==> src/rtl/cpu_bus_pkg.sv <==
// Shared constants for the 24-source CPU bus: driver index map, select width,
// arbiter state encoding and a one-hot helper.
package cpu_bus_pkg;

    localparam int N_SRC = 24;
    localparam int SEL_W = 5;

    localparam int SRC_R0     = 0;
    localparam int SRC_R1     = 1;
    localparam int SRC_R2     = 2;
    localparam int SRC_R3     = 3;
    localparam int SRC_R4     = 4;
    localparam int SRC_R5     = 5;
    localparam int SRC_R6     = 6;
    localparam int SRC_R7     = 7;
    localparam int SRC_R8     = 8;
    localparam int SRC_R9     = 9;
    localparam int SRC_R10    = 10;
    localparam int SRC_R11    = 11;
    localparam int SRC_R12    = 12;
    localparam int SRC_R13    = 13;
    localparam int SRC_R14    = 14;
    localparam int SRC_R15    = 15;
    localparam int SRC_HI     = 16;
    localparam int SRC_LO     = 17;
    localparam int SRC_ZHI    = 18;
    localparam int SRC_ZLO    = 19;
    localparam int SRC_PC     = 20;
    localparam int SRC_MDR    = 21;
    localparam int SRC_INPORT = 22;
    localparam int SRC_C      = 23;

    typedef enum logic [1:0] {
        IDLE,
        GRANT,
        TURN
    } arb_state_t;

    function automatic logic [N_SRC-1:0] src_onehot(input logic [SEL_W-1:0] idx);
        logic [N_SRC-1:0] v;
        v      = '0;
        v[idx] = 1'b1;
        return v;
    endfunction

endpackage

==> src/rtl/bus_arbiter_rr_pick.sv <==
// Round-robin winner search: first requesting index above last_owner, wrapping
// modulo N_SRC (not modulo 2^SEL_W), so the previous owner ranks last.
module rr_pick
    import cpu_bus_pkg::*;
(
    input  logic [N_SRC-1:0] req,
    input  logic [SEL_W-1:0] last_owner,
    output logic [SEL_W-1:0] winner,
    output logic             any_req
);

    logic [SEL_W:0]   sum;
    logic [SEL_W-1:0] idx;
    logic             found;

    always_comb begin
        winner  = '0;
        any_req = |req;
        found   = 1'b0;
        sum     = '0;
        idx     = '0;
        for (int k = 1; k <= N_SRC; k++) begin
            sum = {1'b0, last_owner} + (SEL_W + 1)'(k);
            if (sum >= (SEL_W + 1)'(N_SRC)) begin
                sum = sum - (SEL_W + 1)'(N_SRC);
            end
            idx = sum[SEL_W-1:0];
            if (!found && req[idx]) begin
                winner = idx;
                found  = 1'b1;
            end
        end
    end

endmodule

==> src/rtl/bus_arbiter.sv <==
// Round-robin owner sequencer for the shared CPU bus with idle turnaround.
// Optional hold-time preemption is compiled in with BUS_ARB_TIMEOUT_EN.
module bus_arbiter
    import cpu_bus_pkg::*;
#(
    parameter int TA_CYC   = 1,
    parameter int MAX_HOLD = 8
) (
    input  logic             clk,
    input  logic             clear,
    input  logic [N_SRC-1:0] req,
    output logic [N_SRC-1:0] grant,
    output logic [SEL_W-1:0] bus_sel,
    output logic             bus_valid,
    output logic             timeout
);

    arb_state_t       state;
    logic [SEL_W-1:0] last_owner;
    logic [SEL_W-1:0] pick_base;
    logic [SEL_W-1:0] winner;
    logic             any_req;
    logic [1:0]       ta_cnt;
    logic             force_rel;
    logic             do_take;
    logic             do_drop;

    if (TA_CYC < 0 || TA_CYC > 3 || MAX_HOLD < 1 || MAX_HOLD > 255 ||
        (1 << SEL_W) < N_SRC) begin : g_param_check
        $error("bus_arbiter: parameter out of legal range");
    end

    // While granted, bus_sel is the owner; ranking from it lets a TA_CYC=0
    // release hand off at the same edge with the old owner ranked last.
    assign pick_base = (state == GRANT) ? bus_sel : last_owner;

    rr_pick u_rr_pick (
        .req        (req),
        .last_owner (pick_base),
        .winner     (winner),
        .any_req    (any_req)
    );

`ifdef BUS_ARB_TIMEOUT_EN
    logic [7:0] hold_cnt;

    assign force_rel = (state == GRANT) && req[bus_sel] &&
                       (hold_cnt >= 8'(MAX_HOLD - 1)) && (|(req & ~grant));
`else
    assign force_rel = 1'b0;
    assign timeout   = 1'b0;
`endif

    always_comb begin
        do_take = 1'b0;
        do_drop = 1'b0;
        case (state)
            IDLE:    do_take = any_req;
            TURN:    do_take = (ta_cnt == 2'd0) && any_req;
            GRANT: begin
                do_drop = !req[bus_sel] || force_rel;
                do_take = !req[bus_sel] && (TA_CYC == 0) && any_req;
            end
            default: ;
        endcase
    end

    always_ff @(posedge clk) begin
        if (clear) begin
            state      <= IDLE;
            grant      <= '0;
            bus_sel    <= '0;
            bus_valid  <= 1'b0;
            last_owner <= SEL_W'(N_SRC - 1);
            ta_cnt     <= '0;
`ifdef BUS_ARB_TIMEOUT_EN
            hold_cnt   <= '0;
            timeout    <= 1'b0;
`endif
        end else begin
            if (state == GRANT && do_drop) begin
                last_owner <= bus_sel;
            end
            if (do_take) begin
                state     <= GRANT;
                grant     <= src_onehot(winner);
                bus_sel   <= winner;
                bus_valid <= 1'b1;
            end else if (state == GRANT && do_drop) begin
                grant     <= '0;
                bus_sel   <= '0;
                bus_valid <= 1'b0;
                if (TA_CYC > 0) begin
                    state  <= TURN;
                    ta_cnt <= 2'(TA_CYC - 1);
                end else begin
                    state  <= IDLE;
                end
            end else if (state == TURN) begin
                if (ta_cnt != 2'd0) begin
                    ta_cnt <= ta_cnt - 2'd1;
                end else begin
                    state  <= IDLE;
                end
            end
`ifdef BUS_ARB_TIMEOUT_EN
            timeout <= force_rel;
            if (do_take) begin
                hold_cnt <= '0;
            end else if (state == GRANT && !do_drop && hold_cnt != 8'hFF) begin
                hold_cnt <= hold_cnt + 8'd1;
            end
`endif
        end
    end

endmodule

==> config.mk <==
export PLATFORM = sky130hd
export DESIGN_NAME = bus_arbiter
export DESIGN_NICKNAME = d
export VERILOG_FILES = /design/src/rtl/cpu_bus_pkg.sv /design/src/rtl/bus_arbiter_rr_pick.sv /design/src/rtl/bus_arbiter.sv
export SDC_FILE = /design/constraint.sdc
export NUM_CORES = 1
export LEC_CHECK = 0
export ABC_AREA = 1
export CORE_ASPECT_RATIO = 1.75
export CORE_MARGIN = 5
export CORE_UTILIZATION = 40
export DETAILED_ROUTE_END_ITERATION = 6
export GPL_TIMING_DRIVEN = 1
export PLACE_DENSITY = 0.69
export SYNTH_ARGS = -nofsm -noshare
export SYNTH_HDL_FRONTEND = slang
export SYNTH_HIERARCHICAL = 1
export SYNTH_SLANG_ARGS = --single-unit
==> constraint.sdc <==
create_clock -name clk -period 10.3 [get_ports clk]
set_input_delay 1.03 -clock clk [delete_from_list [all_inputs] [get_ports clk]]
set_output_delay 1.03 -clock clk [all_outputs]
set_load 0.02 [all_outputs]
==> impl_metrics.yaml <==
timing:
  worst_slew_pin_slew_ns: 0.8744
  finalClockSkew_ns: 0.005146
  hold_violations: 0
  finalSetupViolCount: 0
  rsz0062_at_grt: "false"
  fin_crit_sh: 0.7269
  slew_viol_final: 0
  finalSetupTns_ns: 0
  relSlewSlack: 0.4118
  fmax_mhz: 133.6
  layout_min_cycle_time_ns: 7.487
floorplanning:
  core_area_um2: 16290
  die_w_um: 106.8
  ioPinCount: 57
  die-area_um2: 19170
  num_rows: 62
  initial_core_util: 0.4028
  fp.dieH_um: 179.4
route:
  routedWlPerCell_um: 20.29
  via_per_inst: 5.966
  routed_wl_um: 29120
  num_vias: 8561
  drtAntennaViolNets: 0
  dr.pass1.iters: 5
  drcViolationCount: 0
  drtIter0Drc: 658
global_routing:
  grt_max_degree: 44
  grtUsageTotal: 0.3022
  globalRoute.totalOverflow: 0
  antenna_found_initial: 0
  grt_pass1_vias: 8288
  grt_pass1_wl_um: 45150
critical_path:
  crit_required_ns: 10.53
  critical_path_class: "flip-flop to flip-flop"
  slowest_stage: "ha_1"
  cp_max_fo: 34
  crit_path_start_kind: "flip-flop"
  critPathArrivalTime_ns: 7.71
  crit_path_end_kind: "flip-flop"
  slowest_delay_ns: 0.92
run_status:
  status: "complete, no violations"
synth:
  ys_top_cells_by_area: "nand2_1 21%, nand3_1 17%, dfxtp_1 12%, inv_1 7.2%, nor2_1 5.8%"
  synth_edf_count: 0
  ys_seq_area_frac: 0.1190
  synth_flop_cell: "dfxtp_1"
  synth_top_area_cell: "nand2_1"
  yosysWarnings: 6
  ys_ff_latch: 39
  async_reset_ff_frac: 0
  syn_area_um2: 6563
  avgSynthCellArea_um2: 5.401
  synth_top_area_share: 0.2145
  postSynthCellCount: 1215
  synth_fp_nets: 1266
  synthDistinctLibCells: 48
clocking:
  insertion_delay_ns: 0.29
  cts_htree_levels: 2
  hold_buffers: 0
  cts-root-buf: "clkbuf_16"
  clk_pin_slew_ns: 0.06
  cts_setup_buffers: 0
  numCtsBuffers: 5
  cts_tree: "yes"
  post_cts_resized: 0
  clock_sinks: 39
  clock_path_buffers: 2
min_path:
  hp-class: "flip-flop to flip-flop"
layout:
  mostFrequentLayoutCell: "nand2_1"
  diodes: 0
  synthToLayoutAreaGrowth_pct: 11.61
  finalNetCount: 1293
  layout-drive-gt1-share: 0.06597
  layout_common_cells: "375 x nand2_1, 224 x nand3_1, 126 x inv_1"
place:
  post-dp-hpwl_um: 23440
  io_buffers: 55
  gp_congestion: 1.093
flow_run:
  maxCapViolCount: 0
[registers in the layout (all words and copies together), names as in the netlist]
name,flops
grant,24
bus_sel,5
last_owner,5
state,2
ta_cnt,2
bus_valid,1
[final cells by class]
| cell class | instances | area [µm²] |
|---|---|---|
| multi-input combinational | 988 | 4981 |
| clock buffer | 5 | 125.1 |
| tap | 192 | 240.2 |
| sequential | 39 | 780.7 |
| clock inverter | 3 | 43.79 |
| inverter | 146 | 550.5 |
| timing repair buffer | 62 | 603.1 |
| fill | 1803 | 8966 |
[cells in the mapped netlist, types with 4 or more instances]
| cell type | instances |
|---|---|
| nand2_2 | 10 |
| nor4_1 | 6 |
| nor3_1 | 13 |
| buf_2 | 15 |
| nand3_2 | 11 |
| o211ai_1 | 7 |
| nand4_1 | 27 |
| o21ai_0 | 54 |
| o21a_1 | 6 |
| nand4_4 | 4 |
| inv_1 | 126 |
| xor2_1 | 9 |
| o21ai_1 | 5 |
| a31oi_1 | 10 |
| clkbuf_1 | 11 |
| nand2_1 | 375 |
| buf_6 | 9 |
| inv_2 | 15 |
| nor2_4 | 6 |
| clkinv_1 | 4 |
| nor2_1 | 101 |
| a21oi_1 | 56 |
| or2_2 | 5 |
| a32oi_1 | 4 |
| nand3_1 | 224 |
| buf_4 | 5 |
| dfxtp_1 | 39 |
| ha_1 | 25 |
[stage by stage]
| stage | hold WS, ns | cells | setup slack, ns | utilization | instance area [µm²] |
|---|---|---|---|---|---|
| final | 0.4518 | 1435 | 2.813 | 0.4496 | 7325 |
| after global routing | 0.4897 | 1435 | 2.253 | 0.4496 | 7325 |
| after global placement | 0.4368 | 1427 | 3.016 | 0.4392 | 7156 |
| after floorplan | 0.4261 | 1215 | 4.844 | - | 6563 |
| after CTS | 0.4542 | 1435 | 3.056 | 0.4496 | 7325 |
| after detailed placement | 0.4455 | 1427 | 3.062 | 0.4392 | 7156 |
[worst max-delay path: cells and delay by family, from the launching register on]
family                   cells  cell delay (ns)
AO/OA/AOI/OAI                3             0.55
adder cells (fa/ha/maj)      1             0.92
buffers and inverters        4             1.71
flip-flops                   1             0.68
AND/OR/NAND/NOR             23             3.52
[cells by family after synthesis]
logic type	count (synthesis)	synth area share
compound gates	157	0.1356
xor+xnor	13	0.01964
fa+ha+maj	25	0.04766
buf+inv	188	0.1243
flops	39	0.1190
other cells	1	0.0005714
simple gates	792	0.5533
[worst paths after layout]
check	start	depth (start not counted)	slack, ns	to
worst max-delay path	bus_sel[0]	31	2.81	grant[1]
worst max register to register	bus_sel[0]	31	2.81	grant[1]
worst min-delay path	ta_cnt[0]	1	0.45	ta_cnt[0]
worst min register to register	ta_cnt[0]	1	0.45	ta_cnt[0]
[metal layers]
layer | GRT usage | wire [µm] | up-vias
li1 | - | - | 4068
met1 | 0.2864 | 9405 | 3875
met2 | 0.5348 | 14400 | 445
met3 | 0.03051 | 1633 | 173
met4 | 0.3129 | 3682 | 0
met5 | 0 | 0 | -
Power is left out: the tool's default activity adds up to more than one toggle a clock period on the data nets, which glitch-free logic cannot reach.
==> patch, RTL diff (config.mk and constraints unchanged) <==
Add a define of `BUS_ARB_TIMEOUT_EN`.
--- a/src/rtl/bus_arbiter.sv
+++ b/src/rtl/bus_arbiter.sv
@@ -1,4 +1,6 @@
 // Round-robin owner sequencer for the shared CPU bus with idle turnaround.
 // Optional hold-time preemption is compiled in with BUS_ARB_TIMEOUT_EN.
+`define BUS_ARB_TIMEOUT_EN
+
 module bus_arbiter
     import cpu_bus_pkg::*;
Check against the original RTL: same outputs for any inputs over 4 cycles, from zero or initial values; that may be too few to reach the edited logic, so the function may still have changed.
==> patch against the original RTL <==
Setup slack improved by 0.25 ns; sequential share of layout area up 1.4 points; synthesized cell count is 8.6% higher; critical path depth is 2 lower; wire length increased by 2.8%; final cell count is 10% higher; non-clock buffer count fell by 1; synthesized area increased by 8.5%; first-iteration DRC count is 1.4% higher; sequential cell count is 9 higher; cell area grew 8.8%; highest routed layer unchanged.
Power is not shown: default switching activity piles up to over one toggle a cycle in this logic, so the estimate is an artifact.
==> patch: results (changes against the original RTL) <==
timing:
  slew_headroom: 0.286  # -0.126
  fin_skew_ns: 0.00596  # +0.000812 ns
synth:
  synth-seq-area-share: 0.135  # +0.0160
  synth_top_cells_by_count: "412 x nand2_1, 193 x nand3_1, 150 x inv_1"
  synth_xor_area_frac: 0.0218  # +0.00216
  synth_fp_nets: 1371  # +8.3%
  muxShareOfSynthArea: 0  # unchanged
  yosysWarnings: 6  # unchanged
  synth-compound-area-share: 0.153  # +0.0175
  synthAdderAreaFrac: 0.0457  # -0.00196
  synth.area.top_cells: "nand2_1 22%, nand3_1 14%, dfxtp_1 13%"
  ys_types: 49  # +2.1%
cells_and_area:
  drive_above_1_share: 0.0584  # -0.00754
  reg_top3: "grant: 24 flops, hold_cnt: 8 flops"
  antenna_cells: 0  # unchanged
critical_path:
  critPathArrivalTime_ns: 7.45  # -0.26 ns
  critPathMaxStageDelay_ns: 0.80  # -0.12 ns
  worst_path_max_delay_cell: "ha_1"
  rrSetupSlack_ns: 3.06  # +0.25 ns
  critPathCapture: "grant[12]$_SDFFE_PP0P_"
  reg2reg_depth: 29  # -6.5%
  cp_top_family: "simple AND/OR/NAND/NOR gates"
cts:
  clk_pin_slew_ns: 0.06  # about the same
routing:
  initialDrtViolationCount: 667  # +1.4%
  dr_total_vias: 8954  # +4.6%
  wl_microns: 29900  # +2.8%
outcome:
  outcome: "completed"
place:
  dp_hpwl_microns: 24100  # +2.9%
  port_buffers: 56  # +1.8%
  place_congestion: 1.08  # -1.6%
grt:
  track_usage: 0.282  # -0.0203
  grt_pass1_wl_microns: 46400  # +2.8%
  grt_max_degree: 35  # -20%
  grt_pass1_vias: 8675  # +4.7%
==> patch: cell count changes after synthesis, moves of 5 or more <==
| cell | change |
|---|---|
| inv_1 | +24 |
| clkbuf_1 | -5 |
| nor3_1 | +6 |
| dfxtp_1 | +9 |
| nand2_1 | +37 |
| nand3_1 | -31 |
| a21oi_1 | +14 |
| nor2_1 | +20 |
| nand3_2 | -6 |
| nand2_2 | +6 |
| o21ai_0 | +21 |
==> patch: routing by layer <==
metal | global-route usage | vias up | routed length, microns
met3 | 0.0285 | 149 | 1480
li1 | - | 4393 | -
met1 | 0.268 | 4018 | 9790
met5 | 0 | - | 0
met4 | 0.271 | 0 | 3520
met2 | 0.514 | 394 | 15100
==> patch: area by class of cell <==
cell class / instances / area, sq um
clock buffers: 7 / 153
clock inverters: 1 / 30.0
fillers: 1911 / 9570
inverters: 171 / 644
multi-input cells: 1064 / 5290
flip-flops and latches: 48 / 961
well taps: 231 / 289
repair buffers: 61 / 598
==> patch: worst min path at each step <==
stage                                from  depth (start not counted)                    endpoint
2_1_floorplan  last_owner[3]$_SDFFE_PP0P_                          2  last_owner[3]$_SDFFE_PP0P_
3_3_place_gp   last_owner[4]$_SDFFE_PP1P_                          2  last_owner[4]$_SDFFE_PP1P_
3_5_place_dp       bus_valid$_SDFFE_PP0P_                          2      bus_valid$_SDFFE_PP0P_
4_1_cts            bus_valid$_SDFFE_PP0P_                          2      bus_valid$_SDFFE_PP0P_
5_1_grt             state[0]$_SDFFE_PP0P_                          2       state[0]$_SDFFE_PP0P_
6_report           bus_valid$_SDFFE_PP0P_                          2      bus_valid$_SDFFE_PP0P_
==> patch: cells by family (layout without fill, tap and decap cells) <==
family	Yosys count	in the layout
AND/OR/NAND/NOR	825	825
buffers and inverters	207	240
AO/OA/AOI/OAI	197	197
flip-flops	48	48
adder cells (fa/ha/maj)	26	26
XOR/XNOR	16	16
==> patch: per-stage QoR <==
step	hold slack (ns)	instance area, sq um	std cells	worst slack (ns)	utilization
3_3_place_gp	0.457	7780	1575	3.42	0.444
4_1_cts	0.472	7970	1583	3.22	0.454
2_1_floorplan	0.424	7120	1319	5.02	-
5_1_grt	0.491	7970	1583	2.46	0.454
3_5_place_dp	0.460	7780	1575	3.26	0.444
6_report	0.469	7970	1583	3.06	0.454
==> patch: tightest hold or removal path: stages (launching register included) <==
cell and delay, ns:
dfxtp_1 0.31, nand2_1 0.06, a21oi_1 0.05
